**src/rtl/blake2_g_pipe.sv**
```systemverilog
// BLAKE2 mixing function G split into two registered half-rounds.
// One G result per cycle with valid/ready flow control on both sides and
// an opaque tag carried alongside so the round scheduler can match results.
module blake2_g_pipe #(
  parameter int unsigned W     = 32,
  parameter int unsigned TAG_W = 4
) (
  input  logic             clk,
  input  logic             nreset,
  input  logic             in_valid_i,
  output logic             in_ready_o,
  input  logic [W-1:0]     a_i,
  input  logic [W-1:0]     b_i,
  input  logic [W-1:0]     c_i,
  input  logic [W-1:0]     d_i,
  input  logic [W-1:0]     x_i,
  input  logic [W-1:0]     y_i,
  input  logic [TAG_W-1:0] tag_i,
  output logic             out_valid_o,
  input  logic             out_ready_i,
  output logic [W-1:0]     a_o,
  output logic [W-1:0]     b_o,
  output logic [W-1:0]     c_o,
  output logic [W-1:0]     d_o,
  output logic [TAG_W-1:0] tag_o
);

  // BLAKE2s (W=32) and BLAKE2b (W=64) rotation constants.
  localparam int unsigned R1 = (W == 64) ? 32 : 16;
  localparam int unsigned R2 = (W == 64) ? 24 : 12;
  localparam int unsigned R3 = (W == 64) ? 16 : 8;
  localparam int unsigned R4 = (W == 64) ? 63 : 7;

  if (!(W == 32 || W == 64)) begin : g_bad_w
    $error("blake2_g_pipe: W must be 32 or 64");
  end
  if (TAG_W < 1) begin : g_bad_tag
    $error("blake2_g_pipe: TAG_W must be at least 1");
  end

  function automatic logic [W-1:0] rotr(input logic [W-1:0] v, input int unsigned r);
    return (v >> r) | (v << (W - r));
  endfunction

  // Stage 1 registers.
  logic             s1_valid_q;
  logic [W-1:0]     a1_q, b1_q, c1_q, d1_q, y1_q;
  logic [TAG_W-1:0] tag1_q;
  logic [W-1:0]     a1_d, b1_d, c1_d, d1_d;

  // Stage 2 registers, which drive the outputs directly.
  logic             s2_valid_q;
  logic [W-1:0]     a2_q, b2_q, c2_q, d2_q;
  logic [TAG_W-1:0] tag2_q;
  logic [W-1:0]     a2_d, b2_d, c2_d, d2_d;

  logic s1_ready, s2_ready;

  // Ready chain: a stage may load when empty or when its successor moves.
  always_comb begin
    s2_ready   = !s2_valid_q || out_ready_i;
    s1_ready   = !s1_valid_q || s2_ready;
    in_ready_o = s1_ready;
  end

  // First half-round from the input words.
  always_comb begin
    a1_d = a_i + b_i + x_i;
    d1_d = rotr(d_i ^ a1_d, R1);
    c1_d = c_i + d1_d;
    b1_d = rotr(b_i ^ c1_d, R2);
  end

  // Second half-round from the stage-1 registers.
  always_comb begin
    a2_d = a1_q + b1_q + y1_q;
    d2_d = rotr(d1_q ^ a2_d, R3);
    c2_d = c1_q + d2_d;
    b2_d = rotr(b1_q ^ c2_d, R4);
  end

  // Stage 1 register: data only captured with a valid beat.
  always_ff @(posedge clk or negedge nreset) begin
    if (!nreset) begin
      s1_valid_q <= 1'b0;
      a1_q       <= '0;
      b1_q       <= '0;
      c1_q       <= '0;
      d1_q       <= '0;
      y1_q       <= '0;
      tag1_q     <= '0;
    end else if (s1_ready) begin
      s1_valid_q <= in_valid_i;
      if (in_valid_i) begin
        a1_q   <= a1_d;
        b1_q   <= b1_d;
        c1_q   <= c1_d;
        d1_q   <= d1_d;
        y1_q   <= y_i;
        tag1_q <= tag_i;
      end
    end
  end

  // Stage 2 register: holds everything while stalled by the consumer.
  always_ff @(posedge clk or negedge nreset) begin
    if (!nreset) begin
      s2_valid_q <= 1'b0;
      a2_q       <= '0;
      b2_q       <= '0;
      c2_q       <= '0;
      d2_q       <= '0;
      tag2_q     <= '0;
    end else if (s2_ready) begin
      s2_valid_q <= s1_valid_q;
      if (s1_valid_q) begin
        a2_q   <= a2_d;
        b2_q   <= b2_d;
        c2_q   <= c2_d;
        d2_q   <= d2_d;
        tag2_q <= tag1_q;
      end
    end
  end

  // Outputs come straight from stage-2 state.
  always_comb begin
    out_valid_o = s2_valid_q;
    a_o         = a2_q;
    b_o         = b2_q;
    c_o         = c2_q;
    d_o         = d2_q;
    tag_o       = tag2_q;
  end

endmodule

```
**config.mk**
```make
export PLATFORM = sky130hd
export DESIGN_NAME = blake2_g_pipe
export DESIGN_NICKNAME = d
export VERILOG_FILES = /design/src/rtl/blake2_g_pipe.sv
export SDC_FILE = /design/constraint.sdc
export NUM_CORES = 1
export LEC_CHECK = 0
export CAP_MARGIN = 30
export CORE_UTILIZATION = 50
export DETAILED_ROUTE_END_ITERATION = 6
export PLACE_DENSITY = 0.81
export SLEW_MARGIN = 20
export SYNTH_ARGS = -nofsm -noshare
export SYNTH_HDL_FRONTEND = slang
export SYNTH_SLANG_ARGS = --single-unit
```
**constraint.sdc**
```tcl
create_clock -name clk -period 11.1 [get_ports clk]
set_clock_uncertainty 0.05 [all_clocks]
set_input_delay 2.22 -clock clk [delete_from_list [all_inputs] [get_ports clk]]
set_output_delay 2.22 -clock clk [all_outputs]
set_load 0.01 [all_outputs]
```
==> impl_summary.log, run 1 <==
INFO  metric globalRoute.totalOverflow = 0
INFO  metric floorplan.die.height = 206 um
INFO  metric grt_antenna_before_repair = 0
INFO  metric syn-mean-instance-area = ~9.8 um2
INFO  metric numCtsBuffers = 31
INFO  metric grt_util_all_layers = 0.345
INFO  metric drtIter0Drc = about 1300
INFO  metric dpl_cell_area = about 24000 um2
INFO  metric grt_setup_unrepaired = false
INFO  metric cts.repair.resized = 0
INFO  metric finalMaxSlewViolations = 0
INFO  metric synth-edff-count = 0
INFO  metric synth_fp_nets = roughly 2500
INFO  metric timing_hold_violations_final = 0
INFO  metric worstPathRequired = 11.51 ns
INFO  metric post_route_cells_drive_above_1_share = 0.0941
INFO  metric worst_ep_arrival_time = 8.73 ns
INFO  metric grt_first_pass_wirelength = 108000 um
INFO  metric cts_buffer_depth = 3
INFO  metric hold_path_class = flop to flop
INFO  metric finalSetupViolCount = 0
INFO  metric post_synth_main_area_contributors = dfrtp_1, mux2_2, ha_1
INFO  metric route.antenna.remaining_nets = 0
INFO  metric gp_congestion = between 1 and 1.5
INFO  metric sequential_cell_area_fraction_in_the_yosys_report = 0.360
INFO  metric synth-async-reset-ratio = 1.00
INFO  metric syn2layout_area_growth = 23.8%
INFO  metric drcViolationCount = 0
INFO  metric initial_core_util = 0.507
INFO  metric core_region_area = about 40000 um2
INFO  metric relSlewSlack = 0.252
INFO  metric finalWirelength = 72300 um
INFO  metric timing_worst_setup_path_type = primary input to flop
INFO  metric die_width = 206 um
INFO  metric period_share = 0.749
INFO  metric final_core_utilization = 0.628
INFO  metric cts.sink_count = roughly 300
INFO  metric syn_inst = roughly 2100
INFO  metric place.port_buffers = 333
INFO  metric max_freq = 120 MHz
INFO  metric cts-htree-levels = 1
INFO  metric yosys.cell_types.count = 73
INFO  metric grt_pass1_vias = ~18000
INFO  metric dieArea = approximately 42000 um2
INFO  metric detailed_place_hpwl = approximately 59000 um
INFO  metric syn_std_cell_area = 20700 um2
INFO  metric clock_transition_at_path_regs = 0.06 ns
INFO  metric worst_path_max_delay_cell = clkdlybuf4s50_1
INFO  metric hold_ws = around 0.41 ns
INFO  metric status = completed
INFO  metric worstMarginPinSlew = ~1.1 ns
INFO  metric post_cts_hold_buffer_count = 0
INFO  metric timing.max_cap.violations = 0
INFO  metric n_antenna_cell = 0
INFO  metric cp_slowest_stage_delay = approximately 0.5 ns
INFO  metric row_count = 74
INFO  metric grt_start_max_net_pins = 100
INFO  metric worst-path-max-fanout = 6
INFO  metric vias = around 18000
INFO  metric timing.critical_path.to_type = flop
INFO  metric layout.cell_area.non_filler = roughly 26000 um2
INFO  metric yosys.area.top_type_share = 0.360
INFO  metric wire_per_inst = between 20 and 25 um
INFO  metric finish.net_count = 2777
INFO  metric cts_post_setup_buffers_inserted = 0
INFO  metric drtPass1Iterations = 5
INFO  metric cts.root.buffer_cell = clkbuf_16
INFO  metric io_pins = roughly 330
INFO  metric synth_area_leader_cell = dfrtp_1
INFO  metric synth_ff_type = dfrtp_1
INFO  metric synth_seq_cells = approximately 300
INFO  metric tritoncts_clock_tree = yes
INFO  metric path_cells = clkdlybuf4s50_1 -> inv_1 -> fa_1 -> inv_1 -> ha_1 -> fa_1 -> a211oi_1 -> o211ai_1 -> nand2_1 -> o211ai_1 -> a31oi_1 -> o21ai_0 -> a21boi_0 -> nor2_1 -> ha_1 -> a211o_1 -> a31oi_1 -> o21ai_0 -> a22oi_1 -> nand2_1 -> a211oi_1 -> xnor3_1 -> mux2_2
INFO  metric finalSetupTns = 0 ns
INFO  metric cp-start-kind = primary input
INFO  metric synth-warning-count = 0
INFO  metric timing.final.crit_period = 8.32 ns
INFO  metric detail_route.vias_per_cell = between 6 and 7
INFO  metric clock_insertion_delay_worst_skew = between 0.5 and 0.6 ns
==> path summary, 6_finish.rpt <==
path	cells past startpoint	start	slack [ns]	endpoint
worst min register to register	2	tag1_q[3]	0.41	tag_o[3]
worst max register to register	21	b1_q[1]	4.08	b_o[21]
worst max-delay path	23	b_i[1]	2.78	b1_q[17]
max in group asynchronous	2	nreset	8.05	b1_q[17]
worst min-delay path	2	tag1_q[3]	0.41	tag_o[3]
min in group asynchronous	1	nreset	1.61	c_o[3]
==> registers in the layout, indices dropped and copies added, names as in the netlist, 32 cells and up <==
| name | flops |
|---|---|
| a1_q | 32 |
| b_o | 32 |
| d1_q | 32 |
| c_o | 32 |
| d_o | 32 |
| c1_q | 32 |
| a_o | 32 |
| y1_q | 32 |
| b1_q | 32 |
==> routing by layer <==
metal  GRT usage  vias to the layer above  share of wire
li1            -                     7985              -
met4       0.127                        0          0.039
met2       0.560                      835           0.46
met3      0.0478                      119          0.074
met5           0                        -              0
met1       0.471                     8810           0.42
==> cells in the final DEF (no fill, tap or decap), types with 15 or more instances in the layout <==
cell and count:
mux2_2 138, o21bai_1 15, ha_1 124, o211ai_1 19, nand2_1 338, nor2_1 101
nor3_1 28, inv_1 41, clkdlybuf4s50_1 332, dfrtp_1 298, a21o_1 68, xnor2_1 125
a211oi_1 30, nand3_1 27, a31oi_1 23, o21ai_0 148, a21oi_1 102, nand4_1 17
o21a_1 20, clkbuf_16 31, xnor3_1 22, xor2_1 84, fa_1 66
==> per-stage QoR <==
| stage | setup slack, ns | instances |
|---|---|---|
| 2_1_floorplan | 3.84 | 2103 |
| 3_3_place_gp | 2.46 | 2882 |
| 3_5_place_dp | 2.28 | 2883 |
| 4_1_cts | 2.86 | 2941 |
| 5_1_grt | 2.42 | 2944 |
| 6_report | 2.78 | 2944 |
==> cells in the mapped netlist, types with 4 or more instances <==
library cell  count
dfrtp_1         298
o21ai_1           5
nor2_1          101
nor3_1           28
a211oi_1         30
ha_1            124
o21a_1           20
nand2_1         340
nor2b_1          11
and3_1           14
o21bai_1         15
o31a_1            5
or2_2             5
a31o_2            4
buf_1             7
xnor2_1         125
inv_1            41
and2_1            9
xor2_1           84
a21oi_1         102
a21boi_0          6
o31ai_1          13
mux2_2          138
nand3b_1          4
nand4_1          17
fa_1             66
a21o_1           68
a211o_1           7
nand3_1          27
o21ai_0         148
and4_1            4
a31oi_1          23
nand2b_1         11
a2111o_1          5
o211ai_1         19
clkbuf_1         82
or3_1             8
xnor3_1          22
nor3b_1           5
==> area by class of cell <==
class / instances / area, um2
Multi-Input combinational cell: 1672 / 12800
Inverter: 41 / 154
Timing Repair Buffer: 343 / 3470
Fill cell: 3384 / 15200
Clock inverter: 19 / 273
Clock buffer: 39 / 856
Tap cell: 532 / 666
Sequential cell: 298 / 7460
==> logic make-up after synthesis <==
family,count (synthesis),share of synthesized area
AO/OA/AOI/OAI,513,0.160
multiplexers,141,0.0765
AND/OR/NAND/NOR,594,0.124
XOR/XNOR,234,0.116
adder cells (fa/ha/maj),190,0.139
buffers and inverters,133,0.0243
flip-flops,298,0.360
==> critical path, delay by kind of cell <==
kind                       cells  cell delay (ns)
AOI/OAI and AO/OA             11             3.24
adders and majority gates      4             1.59
buffers and inverters          3             0.62
and+or+nand+nor                3             0.51
xor gates and xnor gates       1             0.28
muxes                          1             0.26
Power of run 1 is left out: the tool's default activity adds up to more than one toggle a clock period on the data nets, which glitch-free logic cannot reach.
==> inputs of run 2 (changes only) <==
--- a/config.mk
+++ b/config.mk
@@ -8,7 +8,7 @@
 export CAP_MARGIN = 30
 export CORE_UTILIZATION = 50
 export DETAILED_ROUTE_END_ITERATION = 6
-export PLACE_DENSITY = 0.81
+export PLACE_DENSITY = 0.84
 export SLEW_MARGIN = 20
 export SYNTH_ARGS = -nofsm -noshare
 export SYNTH_HDL_FRONTEND = slang
==> constraint.sdc (replaced) <==
create_clock -name clk -period 7.5 [get_ports clk]
set_clock_uncertainty 0.05 [all_clocks]
set_input_delay 1.5 -clock clk [delete_from_list [all_inputs] [get_ports clk]]
set_output_delay 1.5 -clock clk [all_outputs]
set_load 0.01 [all_outputs]
==> run 2 against run 1 <==
Against the previous run:
- sequential share of layout area fell by 0.27 points
- wire length rose by 1.6%
- non-clock buffer count rose by 50
- die area did not move
- worst hold slack improved by 0.0068 ns
- register-to-register slack got worse by 3.2 ns
- critical path type unchanged
- critical endpoint unchanged
- highest routed layer is now met5
==> impl_summary.log, run 2 (synthesis results as in run 1) <==
INFO  metric status = completed
INFO  metric detail_route.vias_per_cell = 6.04 (+0.18%)
INFO  metric cts-htree-levels = 1 (unchanged)
INFO  metric area.sequential = 7460 um2 (unchanged)
INFO  metric drtPass1Iterations = 5 (unchanged)
INFO  metric wire_per_inst = 24.5 um (about the same)
INFO  metric relSlewSlack = 0.398 (+0.146)
INFO  metric cts.sink_count = 298 (unchanged)
INFO  metric grt_util_all_layers = 0.354 (+0.00832)
INFO  metric finish.net_count = 2827 (+1.8%)
INFO  metric cts_buffer_depth = 3 (unchanged)
INFO  metric n_antenna_cell = 0 (unchanged)
INFO  metric fillers = 3301 (-2.5%)
INFO  metric cts_post_setup_buffers_inserted = 0 (unchanged)
INFO  metric post_cts_hold_buffer_count = 0 (unchanged)
INFO  metric timing_hold_violations_final = 0 (unchanged)
INFO  metric cts.root.buffer_cell = clkbuf_16
INFO  metric finalWirelength = 73400 um (+1.6%)
INFO  metric timing.critical_path.to_type = flop
INFO  metric row_count = 74 (unchanged)
INFO  metric gp_congestion = 0.975 (-3.2%)
INFO  metric cts.repair.resized = 0 (unchanged)
INFO  metric grt_setup_unrepaired = false
INFO  metric detailed_place_hpwl = 60100 um (+1.4%)
INFO  metric finalSetupTns = 0 ns (unchanged)
INFO  metric layout.cells.most_common_list = nand2_1, clkdlybuf4s50_1, dfrtp_1
INFO  metric clock_insertion_delay_worst_skew = 0.59 ns (about the same)
INFO  metric grt_pass1_vias = 18000 (+2.6%)
INFO  metric period_share = 0.931
INFO  metric cp-start-kind = primary input
INFO  metric numCtsBuffers = 31 (unchanged)
INFO  metric final_common_cell = nand2_1
INFO  metric die_width = 206 um (unchanged)
INFO  metric timing.max_cap.violations = 0 (unchanged)
INFO  metric initial_core_util = 0.507 (unchanged)
INFO  metric grt_antenna_before_repair = 1 (+1)
INFO  metric syn2layout_area_growth = 25.0%
INFO  metric timing_worst_setup_path_type = primary input to flop
INFO  metric finalSetupViolCount = 0 (unchanged)
INFO  metric io_pins = 334 (unchanged)
INFO  metric vias = 18100 (+1.8%)
INFO  metric globalRoute.totalOverflow = 0 (unchanged)
INFO  metric core_region_area = 40800 um2 (unchanged)
INFO  metric hold_path_class = flop to flop
INFO  metric place.port_buffers = 333 (unchanged)
INFO  metric drcViolationCount = 0 (unchanged)
INFO  metric tritoncts_clock_tree = yes
INFO  metric final_core_utilization = 0.634 (+0.00591)
INFO  metric grt_first_pass_wirelength = 110000 um (+2.4%)
INFO  metric worstMarginPinSlew = 0.897 ns (-0.217 ns)
INFO  metric finalMaxSlewViolations = 0 (unchanged)
INFO  metric route.antenna.remaining_nets = 0 (unchanged)
INFO  metric timing.final.crit_period = approximately 7.0 ns
INFO  metric max_freq = 143 MHz
INFO  metric clock_transition_at_path_regs = 0.06 ns (about the same)
INFO  metric dieArea = 42200 um2 (unchanged)
INFO  metric drtIter0Drc = 1508 (+12%)
INFO  metric worstPathRequired = 7.92 ns (-3.59 ns)
INFO  metric floorplan.die.height = 206 um (unchanged)
INFO  metric grt_start_max_net_pins = 156 (+56%)
INFO  metric worst_ep_arrival_time = 7.40 ns (-1.33 ns)
INFO  metric area_of_the_multi_input_gates = 12800 um2 (unchanged)
INFO  metric post_route_cells_drive_above_1_share = 0.111 (+0.0165)
INFO  metric worst-path-max-fanout = 4 (-2)
==> run 2: worst paths after layout <==
check,start,endpoint,slack [ns],cells past startpoint
worst max-delay path,a_i[1],b1_q[17],0.52,25
max in group asynchronous,nreset,a_o[25],5.29,2
min in group asynchronous,nreset,c_o[0],0.94,1
worst max register to register,b1_q[1],b_o[21],0.85,22
worst min-delay path,tag1_q[3],tag_o[3],0.42,2
worst min register to register,tag1_q[3],tag_o[3],0.42,2
==> run 2: layout make-up <==
type | instances | area share
Clock inverter | 14 | 0.00556
Tap cell | 532 | 0.0257
Sequential cell | 298 | 0.288
Timing Repair Buffer | 393 | 0.148
Inverter | 41 | 0.00595
Clock buffer | 41 | 0.0334
Multi-Input combinational cell | 1672 | 0.493
==> run 2: through the flow <==
| step | setup WS, ns | std cells | hold WS, ns | cell area (um2) |
|---|---|---|---|---|
| global placement | 0.102 | 2935 | 0.392 | 24800 |
| finish | 0.520 | 2991 | 0.421 | 25900 |
| CTS | 0.600 | 2990 | 0.426 | 25900 |
| global route | 0.214 | 2991 | 0.457 | 25900 |
| detailed placement | 0.0499 | 2935 | 0.411 | 24800 |
| floorplan | 0.961 | 2103 | 0.383 | 20700 |
==> run 2: routing by layer <==
layer	part of all wire	up-vias	GRT usage
met1	0.42	8904	0.484
met4	0.044	2	0.134
met2	0.46	906	0.572
met5	0.00018	-	0
li1	-	8099	-
met3	0.075	154	0.0462
==> run 2: worst max-delay path, stage by stage <==
cell and delay [ns]:
clkdlybuf4s50_1 0.45, inv_1 0.05, fa_1 0.54, inv_1 0.04, ha_1 0.23, fa_1 0.47
a211oi_1 0.35, buf_4 0.18, o211ai_1 0.12, nand2_1 0.16, o211ai_1 0.17, a31oi_1 0.20
buf_4 0.15, o31a_1 0.17, xnor3_1 0.28, ha_1 0.35, o21a_1 0.19, a21oi_1 0.21
o21ai_0 0.18, a22oi_1 0.19, buf_4 0.15, nand2_1 0.11, a211oi_1 0.41, xnor3_1 0.28
mux2_2 0.26
Power of run 2 is left out for the same reason.
